<file path="src/rtl/collision_scorer_if.sv">
// Signal bundle between the ball/wall movers, VGA timing and collision_scorer.
// The master side (movers, VGA counters, button) drives the coordinates and the
// flap level; the slave side (the scorer) returns run and the status bus.
interface collision_scorer_if;
    logic        flap;
    logic [9:0]  v_counter;
    logic [9:0]  ballX;
    logic [9:0]  ballY;
    logic [9:0]  wallX;
    logic [9:0]  wallYU;
    logic [9:0]  wallYL;
    logic        run;
    logic [15:0] status;

    modport master (
        output flap, v_counter, ballX, ballY, wallX, wallYU, wallYL,
        input  run, status
    );

    modport slave (
        input  flap, v_counter, ballX, ballY, wallX, wallYU, wallYL,
        output run, status
    );
endinterface

</file>
<file path="src/rtl/collision_scorer.sv">
// collision_scorer: per-frame game logic for the flappy game.
// Once per frame (end of visible area) it checks ball/wall/ground collisions,
// counts walls passed as a saturating two-digit BCD score and runs the
// READY/RUN/HIT/OVER game state machine. status[15:8] carries the score,
// status[2] the hit latch and status[1:0] the state.
// Optional feature: define FLAPPY_HISCORE_EN to keep a BCD high score that is
// shown on status[7:0] while in READY or OVER.
module collision_scorer #(
    parameter int unsigned BALL_SIZE   = 10,
    parameter int unsigned WALL_W      = 40,
    parameter int unsigned GROUND_Y    = 470,
    parameter int unsigned FRAME_ROW   = 480,
    parameter int unsigned DEAD_FRAMES = 60
) (
    input logic              clk,
    input logic              rst,
    collision_scorer_if.slave bus
);

    typedef enum logic [1:0] {
        READY = 2'b00,
        RUN   = 2'b01,
        HIT   = 2'b10,
        OVER  = 2'b11
    } state_t;

    state_t      state_q, state_d;
    logic [7:0]  score_q, score_d;
    logic [7:0]  score_inc;
    logic [7:0]  dead_q, dead_d;
    logic        hit_q, hit_d;
    logic        pend_q, pend_d;
    logic        flap_q;
    logic [9:0]  v_q;
    logic [10:0] prev_right_q;
    logic        run_q;

    logic        tick;
    logic        flap_rise;
    logic        flap_seen;
    logic [10:0] ball_left;
    logic [10:0] ball_right;
    logic [10:0] ball_top;
    logic [10:0] ball_bottom;
    logic [10:0] wall_left;
    logic [10:0] wall_right;
    logic        x_overlap;
    logic        y_hit;
    logic        collision;
    logic        pass;

`ifdef FLAPPY_HISCORE_EN
    logic [7:0]  hiscore_q, hiscore_d;
`endif

    // Frame tick and button edge detection
    assign tick      = (bus.v_counter == 10'(FRAME_ROW)) && (v_q != 10'(FRAME_ROW));
    assign flap_rise = bus.flap & ~flap_q;
    // A rise arriving on the tick cycle itself is not lost
    assign flap_seen = pend_q | flap_rise;

    // Geometry in 11 bits so edge sums never wrap
    assign ball_left   = {1'b0, bus.ballX};
    assign ball_right  = {1'b0, bus.ballX} + 11'(BALL_SIZE - 1);
    assign ball_top    = {1'b0, bus.ballY};
    assign ball_bottom = {1'b0, bus.ballY} + 11'(BALL_SIZE - 1);
    assign wall_left   = {1'b0, bus.wallX};
    assign wall_right  = {1'b0, bus.wallX} + 11'(WALL_W - 1);

    assign x_overlap = (ball_right >= wall_left) && (ball_left <= wall_right);
    assign y_hit     = (ball_top < {1'b0, bus.wallYU}) || (ball_bottom >= {1'b0, bus.wallYL});
    assign collision = (x_overlap && y_hit) || (ball_bottom >= 11'(GROUND_Y));

    // A respawn moves the wall right, so cur < ballX <= prev already excludes it
    assign pass = (state_q == RUN) && !collision &&
                  (prev_right_q >= ball_left) && (wall_right < ball_left);

    // Saturating two-digit BCD increment of the score
    always_comb begin
        score_inc = score_q;
        if (score_q != 8'h99) begin
            if (score_q[3:0] == 4'd9) begin
                score_inc[7:4] = score_q[7:4] + 4'd1;
                score_inc[3:0] = 4'd0;
            end else begin
                score_inc[3:0] = score_q[3:0] + 4'd1;
            end
        end
    end

    // Game state machine next-state and per-tick bookkeeping
    always_comb begin
        state_d = state_q;
        score_d = score_q;
        dead_d  = dead_q;
        hit_d   = hit_q;
        pend_d  = pend_q;
`ifdef FLAPPY_HISCORE_EN
        hiscore_d = hiscore_q;
`endif
        if (tick) begin
            pend_d = 1'b0;
            case (state_q)
                READY: begin
                    if (flap_seen) begin
                        state_d = RUN;
                        score_d = '0;
                    end
                end
                RUN: begin
                    if (collision) begin
                        state_d = HIT;
                        hit_d   = 1'b1;
                        dead_d  = '0;
`ifdef FLAPPY_HISCORE_EN
                        if (score_q > hiscore_q) begin
                            hiscore_d = score_q;
                        end
`endif
                    end else if (pass) begin
                        score_d = score_inc;
                    end
                end
                HIT: begin
                    if (dead_q == 8'(DEAD_FRAMES - 1)) begin
                        state_d = OVER;
                    end else begin
                        dead_d = dead_q + 8'd1;
                    end
                end
                OVER: begin
                    if (flap_seen) begin
                        state_d = READY;
                        hit_d   = 1'b0;
                    end
                end
                default: state_d = READY;
            endcase
        end else if (flap_rise) begin
            pend_d = 1'b1;
        end
    end

    // State, score and edge-detect registers
    always_ff @(posedge clk) begin
        if (rst) begin
            state_q      <= READY;
            score_q      <= '0;
            dead_q       <= '0;
            hit_q        <= 1'b0;
            pend_q       <= 1'b0;
            flap_q       <= 1'b0;
            v_q          <= '0;
            prev_right_q <= '0;
            run_q        <= 1'b0;
        end else begin
            state_q <= state_d;
            score_q <= score_d;
            dead_q  <= dead_d;
            hit_q   <= hit_d;
            pend_q  <= pend_d;
            flap_q  <= bus.flap;
            v_q     <= bus.v_counter;
            run_q   <= (state_d == RUN);
            if (tick) begin
                prev_right_q <= wall_right;
            end
        end
    end

`ifdef FLAPPY_HISCORE_EN
    // High-score register
    always_ff @(posedge clk) begin
        if (rst) begin
            hiscore_q <= '0;
        end else begin
            hiscore_q <= hiscore_d;
        end
    end

    assign bus.status[15:8] = score_q;
    assign bus.status[7:0]  = ((state_q == READY) || (state_q == OVER)) ?
                              hiscore_q : {5'b0, hit_q, state_q};
`else
    assign bus.status = {score_q, 5'b0, hit_q, state_q};
`endif

    assign bus.run = run_q;

endmodule

</file>
<file path="src/flat_wrapper.sv">
// flat-port wrapper written by rule: the top's interface ports become plain ports
module collision_scorer_flat 
#(
    parameter int unsigned BALL_SIZE   = 10,
    parameter int unsigned WALL_W      = 40,
    parameter int unsigned GROUND_Y    = 470,
    parameter int unsigned FRAME_ROW   = 480,
    parameter int unsigned DEAD_FRAMES = 60
)
  (clk, rst, bus_flap, bus_v_counter, bus_ballX, bus_ballY, bus_wallX, bus_wallYU, bus_wallYL, bus_run, bus_status);
  collision_scorer_if bus_i ();
  input logic clk;
  input logic rst;
  input wire logic [$bits(bus_i.flap)-1:0] bus_flap;
  input wire logic [$bits(bus_i.v_counter)-1:0] bus_v_counter;
  input wire logic [$bits(bus_i.ballX)-1:0] bus_ballX;
  input wire logic [$bits(bus_i.ballY)-1:0] bus_ballY;
  input wire logic [$bits(bus_i.wallX)-1:0] bus_wallX;
  input wire logic [$bits(bus_i.wallYU)-1:0] bus_wallYU;
  input wire logic [$bits(bus_i.wallYL)-1:0] bus_wallYL;
  output wire logic [$bits(bus_i.run)-1:0] bus_run;
  output wire logic [$bits(bus_i.status)-1:0] bus_status;
  assign bus_i.flap = bus_flap;
  assign bus_i.v_counter = bus_v_counter;
  assign bus_i.ballX = bus_ballX;
  assign bus_i.ballY = bus_ballY;
  assign bus_i.wallX = bus_wallX;
  assign bus_i.wallYU = bus_wallYU;
  assign bus_i.wallYL = bus_wallYL;
  assign bus_run = bus_i.run;
  assign bus_status = bus_i.status;
  collision_scorer #(.BALL_SIZE(BALL_SIZE), .WALL_W(WALL_W), .GROUND_Y(GROUND_Y), .FRAME_ROW(FRAME_ROW), .DEAD_FRAMES(DEAD_FRAMES)) u_core (.clk(clk), .rst(rst), .bus(bus_i));
endmodule
</file>
<file path="config.mk">
export PLATFORM = sky130hd
export DESIGN_NAME = collision_scorer_flat
export DESIGN_NICKNAME = d
export VERILOG_FILES = /design/src/rtl/collision_scorer_if.sv /design/src/rtl/collision_scorer.sv /design/src/flat_wrapper.sv
export SDC_FILE = /design/constraint.sdc
export NUM_CORES = 1
export LEC_CHECK = 0
export BUFFER_PORTS_ARGS = -buffer_cell sky130_fd_sc_hd__buf_2
export CAP_MARGIN = 20
export CORE_MARGIN = 3
export CORE_UTILIZATION = 50
export CTS_BUF_LIST = sky130_fd_sc_hd__clkbuf_4 sky130_fd_sc_hd__clkbuf_8
export DETAILED_ROUTE_END_ITERATION = 6
export GPL_TIMING_DRIVEN = 0
export PLACE_DENSITY = 0.76
export SETUP_SLACK_MARGIN = 0.15
export SLEW_MARGIN = 30
export SYNTH_ARGS = -nofsm -noshare
export SYNTH_HDL_FRONTEND = slang
export SYNTH_SLANG_ARGS = --single-unit
</file>
<file path="constraint.sdc">
create_clock -name clk -period 8 [get_ports clk]
set_input_delay 0.4 -clock clk [delete_from_list [all_inputs] [get_ports clk]]
set_output_delay 0.4 -clock clk [all_outputs]
set_load 0.05 [all_outputs]
</file>
==> impl_metrics.py, run 1 <==
metrics = {
    "timing": {
        "slew_viol_final": 0,
        "period_minus_slack_ns": 3.64,
        "max_slew.worst_pin.slew_ns": 0.756,
        "hold_viol_final": 0,
        "rsz0062_at_grt": "false",
        "max_slew_margin_pct": 49.2,
        "timing.final.crit_share_pct": 45.5,
        "skew_ns": 0.00565,
        "clock.fmax_mhz": 275,
        "finalSetupViolCount": 0,
        "hold_slack_ns": 0.325,
        "setup_tns_ns": 0,
    },
    "clocking": {
        "clk_path_buf_depth": 2,
        "h-tree-depth": 2,
        "cts_resized": 0,
        "clk_latency_ns": 0.29,
        "ctsHoldBuffers": 0,
        "cts_root_buffer": "clkbuf_8",
        "cts_tree": "done",
        "clk_pin_slew_ns": 0.08,
        "post-cts-setup-buffers": 0,
        "cts.sinks": 43,
        "numCtsBuffers": 5,
    },
    "layout": {
        "drive_above_1_share_pct": 18.4,
        "design_area_mm2": 0.00414,
        "area_growth_pct": 17.1,
        "fin_nets": 640,
        "fill_cells": 665,
        "num_antenna_cells": 0,
    },
    "worst_setup_path": {
        "worst-setup-path-type": "input port to flop",
        "cp.arrival_ns": 3.87,
        "r2r-end": "u_core.dead_q[6]$_SDFFE_PP0P_",
        "critPathCaptureType": "flop",
        "crit_required_ns": 8.23,
        "reg2regPathDepth": 8,
        "max_stage_delay_ns": 0.52,
        "cp-startpoint": "bus_wallX[1]",
        "worst_setup_path_start_kind": "input port",
        "cp_max_fo": 7,
        "cp_slowest_cell": "o41a_1",
        "ff2ff_setup_slack_ns": 5.17,
        "cp_cell_sequence": "buf_2, inv_1, ha_1, nand2b_1, a31oi_1, nor3_1, xnor2_1, ha_1, a21o_1, a21oi_1, o21ai_0, o21bai_1, o311a_4, o41a_1, or4_1, a21oi_1",
        "reg2reg_from": "u_core.v_q[1]$_SDFF_PP0_",
    },
    "power": {
        "peakVddDrop_mv": 0.106,
        "p_per_area_mw_per_mm2": 119,
        "p_leak_uw": 0.00192,
    },
    "status": {
        "status": "complete, no violations",
    },
    "floorplan": {
        "die_area_mm2": 0.00811,
        "die_w_um": 90.1,
        "core_area_mm2": 0.00683,
        "io_pins": 80,
        "initial_utilization_pct": 51.7,
        "row_count": 30,
        "die_h_um": 90.1,
    },
    "synth": {
        "yosysWarningCount": 0,
        "synth_ff_type": "dfxtp_1",
        "yosysMostFrequentCell": "ha_1",
        "synth-edff-count": 0,
        "yosysTopAreaCell": "dfxtp_1",
        "syn_inst": 436,
        "synth-seq-cells": 43,
        "synthTopCellsByCount": "56 x ha_1, 51 x inv_1, 43 x dfxtp_1, 31 x nor2_1, 28 x nand2_1",
        "async_flop_share_pct": 0,
        "synth_area_mm2": 0.00353,
        "synth.yosys.seq_area_share_pct": 24.4,
        "yosysTopAreaCellShare_pct": 24.4,
        "yosys-top-cells-area": "dfxtp_1 24%, ha_1 20%, inv_1 5.4%",
        "synth.avg_cell_area_um2": 8.10,
        "yosys.cell_types.count": 54,
    },
    "worst_hold_path": {
        "worstHoldStart": "bus_v_counter[1]",
        "hold_class": "input port to flop",
        "whs_path_depth": 2,
        "min_to": "u_core.v_q[1]$_SDFF_PP0_",
    },
    "detailed_routing": {
        "drt-initial-drc-count": 100,
        "viasPerCell": 5.32,
        "drc_errors": 0,
        "wl_per_cell_um": 12.3,
        "route.vias.total": 3286,
        "wirelength_mm": 7.58,
        "drt-pass1-iter-count": 4,
        "ant_nets": 0,
    },
    "grt": {
        "grt_use_total_pct": 18.7,
        "grt_pass1_vias": 3104,
        "gr-total-overflow": 0,
        "grt_pass1_wl_mm": 13.1,
        "antenna_found_initial": 0,
        "grt_max_degree": 15,
    },
    "placed_design": {
        "place.port_buffers": 74,
        "placed_area_mm2": 0.00404,
        "hpwl_mm": 6.36,
        "gp_congestion": 0.891,
    },
    "flow_run": {
        "drv_cap": 0,
    },
}
[stage by stage]
stage	power, uW	instances	setup slack (ns)	util, %
after floorplan	310	440	4.58	-
after global placement	347	610	4.10	59.1
after detailed placement	351	610	4.06	59.1
after CTS	496	618	4.36	60.6
after global routing	524	618	4.06	60.6
final	491	618	4.36	60.6
[flip-flops by register name, indices dropped and copies added, names as in the netlist]
signal and count:
u_core.prev_right_q 11, u_core.state_q 2, u_core.bus.run 1, u_core.hit_q 1, u_core.score_q 8, u_core.flap_q 1
u_core.pend_q 1, u_core.dead_q 8, u_core.v_q 10
[how the worst max path moves through the flow]
stage	to	depth (start not counted)
CTS	u_core.score_q[7]$_SDFFE_PP0P_	16
finish	u_core.score_q[7]$_SDFFE_PP0P_	16
detailed placement	u_core.score_q[3]$_SDFFE_PP0P_	16
floorplan	u_core.score_q[3]$_SDFFE_PP0P_	14
global placement	u_core.score_q[7]$_SDFFE_PP0P_	16
global route	u_core.score_q[2]$_SDFFE_PP0P_	16
[worst max-delay path: cells and delay by family]
kind	cells	cell delay, ns
simple gates	3	0.69
compound gates	8	1.91
xor+xnor	1	0.22
fa+ha+maj	2	0.46
buf+inv	2	0.17
[cell families after synthesis]
family	count (synthesis)	share of synthesized area [%]
other	1	0.106
AND/OR/NAND/NOR	145	21.6
multiplexers	7	1.98
flip-flops	43	24.4
buffers and inverters	64	7.44
adder cells (fa/ha/maj)	56	19.8
AO/OA/AOI/OAI	95	18.5
XOR/XNOR	25	6.20
[per-layer routing]
metal / vias up / wire length [um] / share of wire, % / GRT usage (%)
li1: 1708 / - / - / -
met1: 1495 / 3460 / 46 / 23.4
met2: 77 / 3740 / 49 / 33.4
met3: 6 / 313 / 4.1 / 3.10
met4: 0 / 65 / 0.86 / 4.59
met5: - / 0 / 0 / 0
[where the power goes]
group | total [uW] | leakage (uW) | internal [uW] | switching (uW)
clock network | 144 | 0.0000474 | 70.4 | 73.9
registers | 218 | 0.000350 | 217 | 0.854
logic | 128 | 0.00153 | 57.0 | 71.2
[layout make-up]
cell class	instances	area [um^2]	area share (%)
Clock buffer	6	82.6	2.00
Tap cell	96	120	2.90
Buffer	13	71.3	1.72
Multi-Input combinational cell	333	2420	58.6
Timing Repair Buffer	74	370	8.95
Inverter	51	191	4.63
Sequential cell	43	861	20.8
Clock inverter	2	16.3	0.393
[cell usage in the layout (no fill, tap or decap), drive strengths merged, types with 5 or more instances in the layout]
master | Yosys | layout
xnor2 | 19 | 19
or3 | 7 | 7
clkbuf | 7 | 13
conb | 1 | 5
a21oi | 27 | 27
dfxtp | 43 | 43
ha | 56 | 56
o21a | 7 | 7
inv | 51 | 51
and3 | 5 | 5
or4 | 6 | 6
nor2 | 32 | 32
o21ai | 17 | 17
nand3 | 12 | 12
nand2 | 28 | 28
o31ai | 5 | 5
buf | 6 | 80
a211oi | 6 | 6
mux2i | 7 | 7
nor2b | 18 | 18
a31oi | 6 | 6
nor3 | 11 | 11
xor2 | 6 | 6
No activity file was read; power rests on OpenSTA's default activity.
==> run 2: changes to the inputs <==
--- a/config.mk
+++ b/config.mk
@@ -5,6 +5,7 @@
 export SDC_FILE = /design/constraint.sdc
 export NUM_CORES = 1
 export LEC_CHECK = 0
+export ABC_AREA = 1
 export BUFFER_PORTS_ARGS = -buffer_cell sky130_fd_sc_hd__buf_2
 export CAP_MARGIN = 20
 export CORE_MARGIN = 3
@@ -12,7 +13,7 @@
 export CTS_BUF_LIST = sky130_fd_sc_hd__clkbuf_4 sky130_fd_sc_hd__clkbuf_8
 export DETAILED_ROUTE_END_ITERATION = 6
 export GPL_TIMING_DRIVEN = 0
-export PLACE_DENSITY = 0.76
+export PLACE_DENSITY = 0.77
 export SETUP_SLACK_MARGIN = 0.15
 export SLEW_MARGIN = 30
 export SYNTH_ARGS = -nofsm -noshare
==> constraint.sdc (replaced) <==
create_clock -name clk -period 3.3 [get_ports clk]
set_input_delay 0.165 -clock clk [delete_from_list [all_inputs] [get_ports clk]]
set_output_delay 0.165 -clock clk [all_outputs]
set_load 0.05 [all_outputs]
==> impl_metrics.py, run 2 <==
metrics = {
    "status": {
        "status": "complete, no violations",
    },
    "power": {
        "p_switching_uw": 403,
        "p_clk_share_pct": 28.0,
        "power.internal_uw": 825,
        "p_per_area_mw_per_mm2": 265,
        "power_uw": 1230,
        "power_frac_comb_pct": 28.9,
        "power_frac_seq_pct": 43.1,
        "swShare_pct": 32.8,
        "peakVddDrop_mv": 0.194,
        "p_leak_uw": 0.00256,
    },
    "synth": {
        "async_flop_share_pct": 0,
        "yosysTopAreaCellShare_pct": 21.3,
        "yosysMostFrequentCell": "nand2_1",
        "synth.avg_cell_area_um2": 6.57,
        "synth_ff_type": "dfxtp_1",
        "yosys.cell_types.count": 38,
        "yosysTopAreaCell": "dfxtp_1",
        "synthTopCellsByCount": "120 x nand2_1, 119 x inv_1, 72 x nor2_1, 56 x ha_1, 44 x nand3_1",
        "synth-seq-cells": 43,
        "yosys-top-cells-area": "dfxtp_1 21%, ha_1 17%, nand2_1 11%",
        "synth_area_mm2": 0.00404,
        "yosysWarningCount": 0,
        "synth.yosys.seq_area_share_pct": 21.3,
        "synth-edff-count": 0,
        "syn_inst": 614,
    },
    "worst_setup_path": {
        "r2r-end": "u_core.score_q[5]$_SDFFE_PP0P_",
        "max_stage_delay_ns": 0.29,
        "critPathCaptureType": "flop",
        "worst-setup-path-type": "input port to flop",
        "reg2reg_from": "u_core.prev_right_q[4]$_SDFFE_PP0P_",
        "endpoint": "u_core.score_q[5]$_SDFFE_PP0P_",
        "worst_setup_path_start_kind": "input port",
        "cp.arrival_ns": 2.98,
        "cp_max_fo": 10,
        "cpMostUsedCell": "nand2_1",
        "crit_required_ns": 3.49,
        "cp-startpoint": "bus_wallX[0]",
        "reg2regPathDepth": 13,
        "cp_cell_sequence": "buf_2, inv_1, ha_1, a21oi_1, nand2_1, nand2_1, nand2_1, nor2_1, xor2_1, inv_1, ha_1, a21o_1, a21oi_1, nand2_1, nor2_1, nand2_1, nor2_1, nand3_4, nand2_4, nand2_2, nand2_2, o21ai_1",
        "cp_slowest_cell": "ha_1",
        "ff2ff_setup_slack_ns": 1.21,
    },
    "layout": {
        "fin_cells": 802,
        "largest_reg_flops": 11,
        "mostFrequentLayoutCells": "120 x nand2_1, 119 x inv_1, 75 x buf_2, 72 x nor2_1, 56 x ha_1",
        "top_regs": "u_core.prev_right_q (11), u_core.v_q (10)",
        "num_antenna_cells": 0,
        "fill_cells": 782,
        "fin_nets": 818,
        "multi_input_area_mm2": 0.00266,
        "area_growth_pct": 14.9,
        "drive_above_1_share_pct": 17.0,
        "final_common_cell": "nand2_1",
        "post-route-util_pct": 59.7,
        "seq_area_um2": 861,
        "top_register": "u_core.prev_right_q",
    },
    "timing": {
        "clock.fmax_mhz": 358,
        "skew_ns": 0.00846,
        "slew_viol_final": 0,
        "rsz0062_at_grt": "false",
        "hold_viol_final": 0,
        "timing.final.crit_share_pct": 84.7,
        "setup_tns_ns": 0,
        "finalSetupViolCount": 0,
        "period_minus_slack_ns": 2.80,
        "hold_slack_ns": 0.0873,
    },
    "grt": {
        "gr-usage-met1_pct": 24.7,
        "gr-total-overflow": 0,
        "grt_pass1_wl_mm": 15.4,
        "grt_max_degree": 14,
        "antenna_found_initial": 0,
        "use_met2_pct": 36.8,
        "grt_use_total_pct": 20.2,
        "grt_pass1_vias": 3830,
        "busiest_layer": "met2",
        "met3_usage_pct": 3.21,
    },
    "flow_run": {
        "drv_cap": 0,
    },
    "placed_design": {
        "placed_cells": 794,
        "gp_congestion": 0.897,
        "place.port_buffers": 74,
        "hpwl_mm": 7.64,
    },
    "clocking": {
        "clk_path_buf_depth": 2,
        "clk_latency_ns": 0.30,
        "clk_pin_slew_ns": 0.08,
        "h-tree-depth": 2,
        "cts_root_buffer": "clkbuf_8",
        "cts_resized": 0,
        "post-cts-setup-buffers": 0,
        "cts_tree": "done",
        "cts.sinks": 43,
        "ctsHoldBuffers": 0,
        "numCtsBuffers": 5,
    },
    "floorplan": {
        "die_h_um": 95.9,
        "die_area_mm2": 0.00919,
        "initial_utilization_pct": 52.0,
        "die_w_um": 95.9,
        "core_area_mm2": 0.00777,
        "io_pins": 80,
        "row_count": 32,
    },
    "detailed_routing": {
        "wl_per_cell_um": 11.2,
        "wirelength_mm": 8.99,
        "route.vias.total": 3974,
        "drc_errors": 0,
        "ant_nets": 0,
        "drt-initial-drc-count": 121,
        "drt-pass1-iter-count": 7,
        "viasPerCell": 4.96,
    },
    "worst_hold_path": {
        "hold_class": "input port to flop",
    },
}
==> run 2: cell types whose count changed in the layout (fill, tap and decap cells not counted), sizes merged, moves of 7 or more <==
cell,previous run,this run
nand2,28,127
inv,51,122
nor2,32,77
nand3,12,51
nand4,4,24
nor2b,18,0
xnor2,19,2
xor2,6,22
mux2i,7,0
or3,7,0
==> run 2: logic make-up after synthesis <==
logic type               share of synthesized area [%]
AO/OA/AOI/OAI                                     8.15
XOR/XNOR                                          5.21
adder cells (fa/ha/maj)                           17.4
buffers and inverters                             13.1
flip-flops                                        21.3
other                                           0.0929
AND/OR/NAND/NOR                                   34.7
==> run 2: cell type report <==
type                            instances  area share [%]
Sequential cell                        43            18.6
Tap cell                              102            2.75
Clock buffer                            6            1.65
Inverter                              123            9.95
Multi-Input combinational cell        442            57.4
Clock inverter                          2           0.270
Buffer                                 10            1.48
Timing Repair Buffer                   74            7.98
==> run 2: stage by stage <==
stage	setup slack [ns]	instance area [um^2]
final	0.504	4640
after global routing	0.201	4640
after CTS	0.491	4640
after detailed placement	0.182	4550
after global placement	0.253	4550
after floorplan	0.681	4050
==> run 2: how the worst min path moves through the flow <==
stage / start / endpoint / slack (ns) / cells past startpoint
after global routing: bus_flap / u_core.flap_q$_SDFF_PP0_ / 0.09 / 3
after CTS: bus_flap / u_core.flap_q$_SDFF_PP0_ / 0.08 / 3
after floorplan: bus_v_counter[0] / u_core.v_q[0]$_SDFF_PP0_ / 0.27 / 2
final: bus_v_counter[9] / u_core.v_q[9]$_SDFF_PP0_ / 0.09 / 3
after detailed placement: bus_flap / u_core.flap_q$_SDFF_PP0_ / 0.40 / 3
after global placement: bus_v_counter[8] / u_core.v_q[8]$_SDFF_PP0_ / 0.38 / 3
==> run 2: power groups by stage <==
stage | combinational, uW | sequential (uW) | clock, uW
floorplan | 246 | 541 | 0
global route | 412 | 530 | 366
global placement | 340 | 541 | 0
detailed placement | 355 | 541 | 0
CTS | 357 | 529 | 347
finish | 355 | 529 | 344
==> run 2: metal layers <==
metal / vias up / share of wire [%]
met5: - / 0
met4: 0 / 1.4
met3: 11 / 4.3
met2: 77 / 49
met1: 1765 / 45
li1: 2121 / -
==> run 2: worst max-delay path, delay by kind of cell <==
kind / cells / cell delay [ns]
XOR/XNOR: 1 / 0.20
AO/OA/AOI/OAI: 4 / 0.58
adder cells (fa/ha/maj): 2 / 0.52
buffers and inverters: 3 / 0.24
AND/OR/NAND/NOR: 12 / 1.25
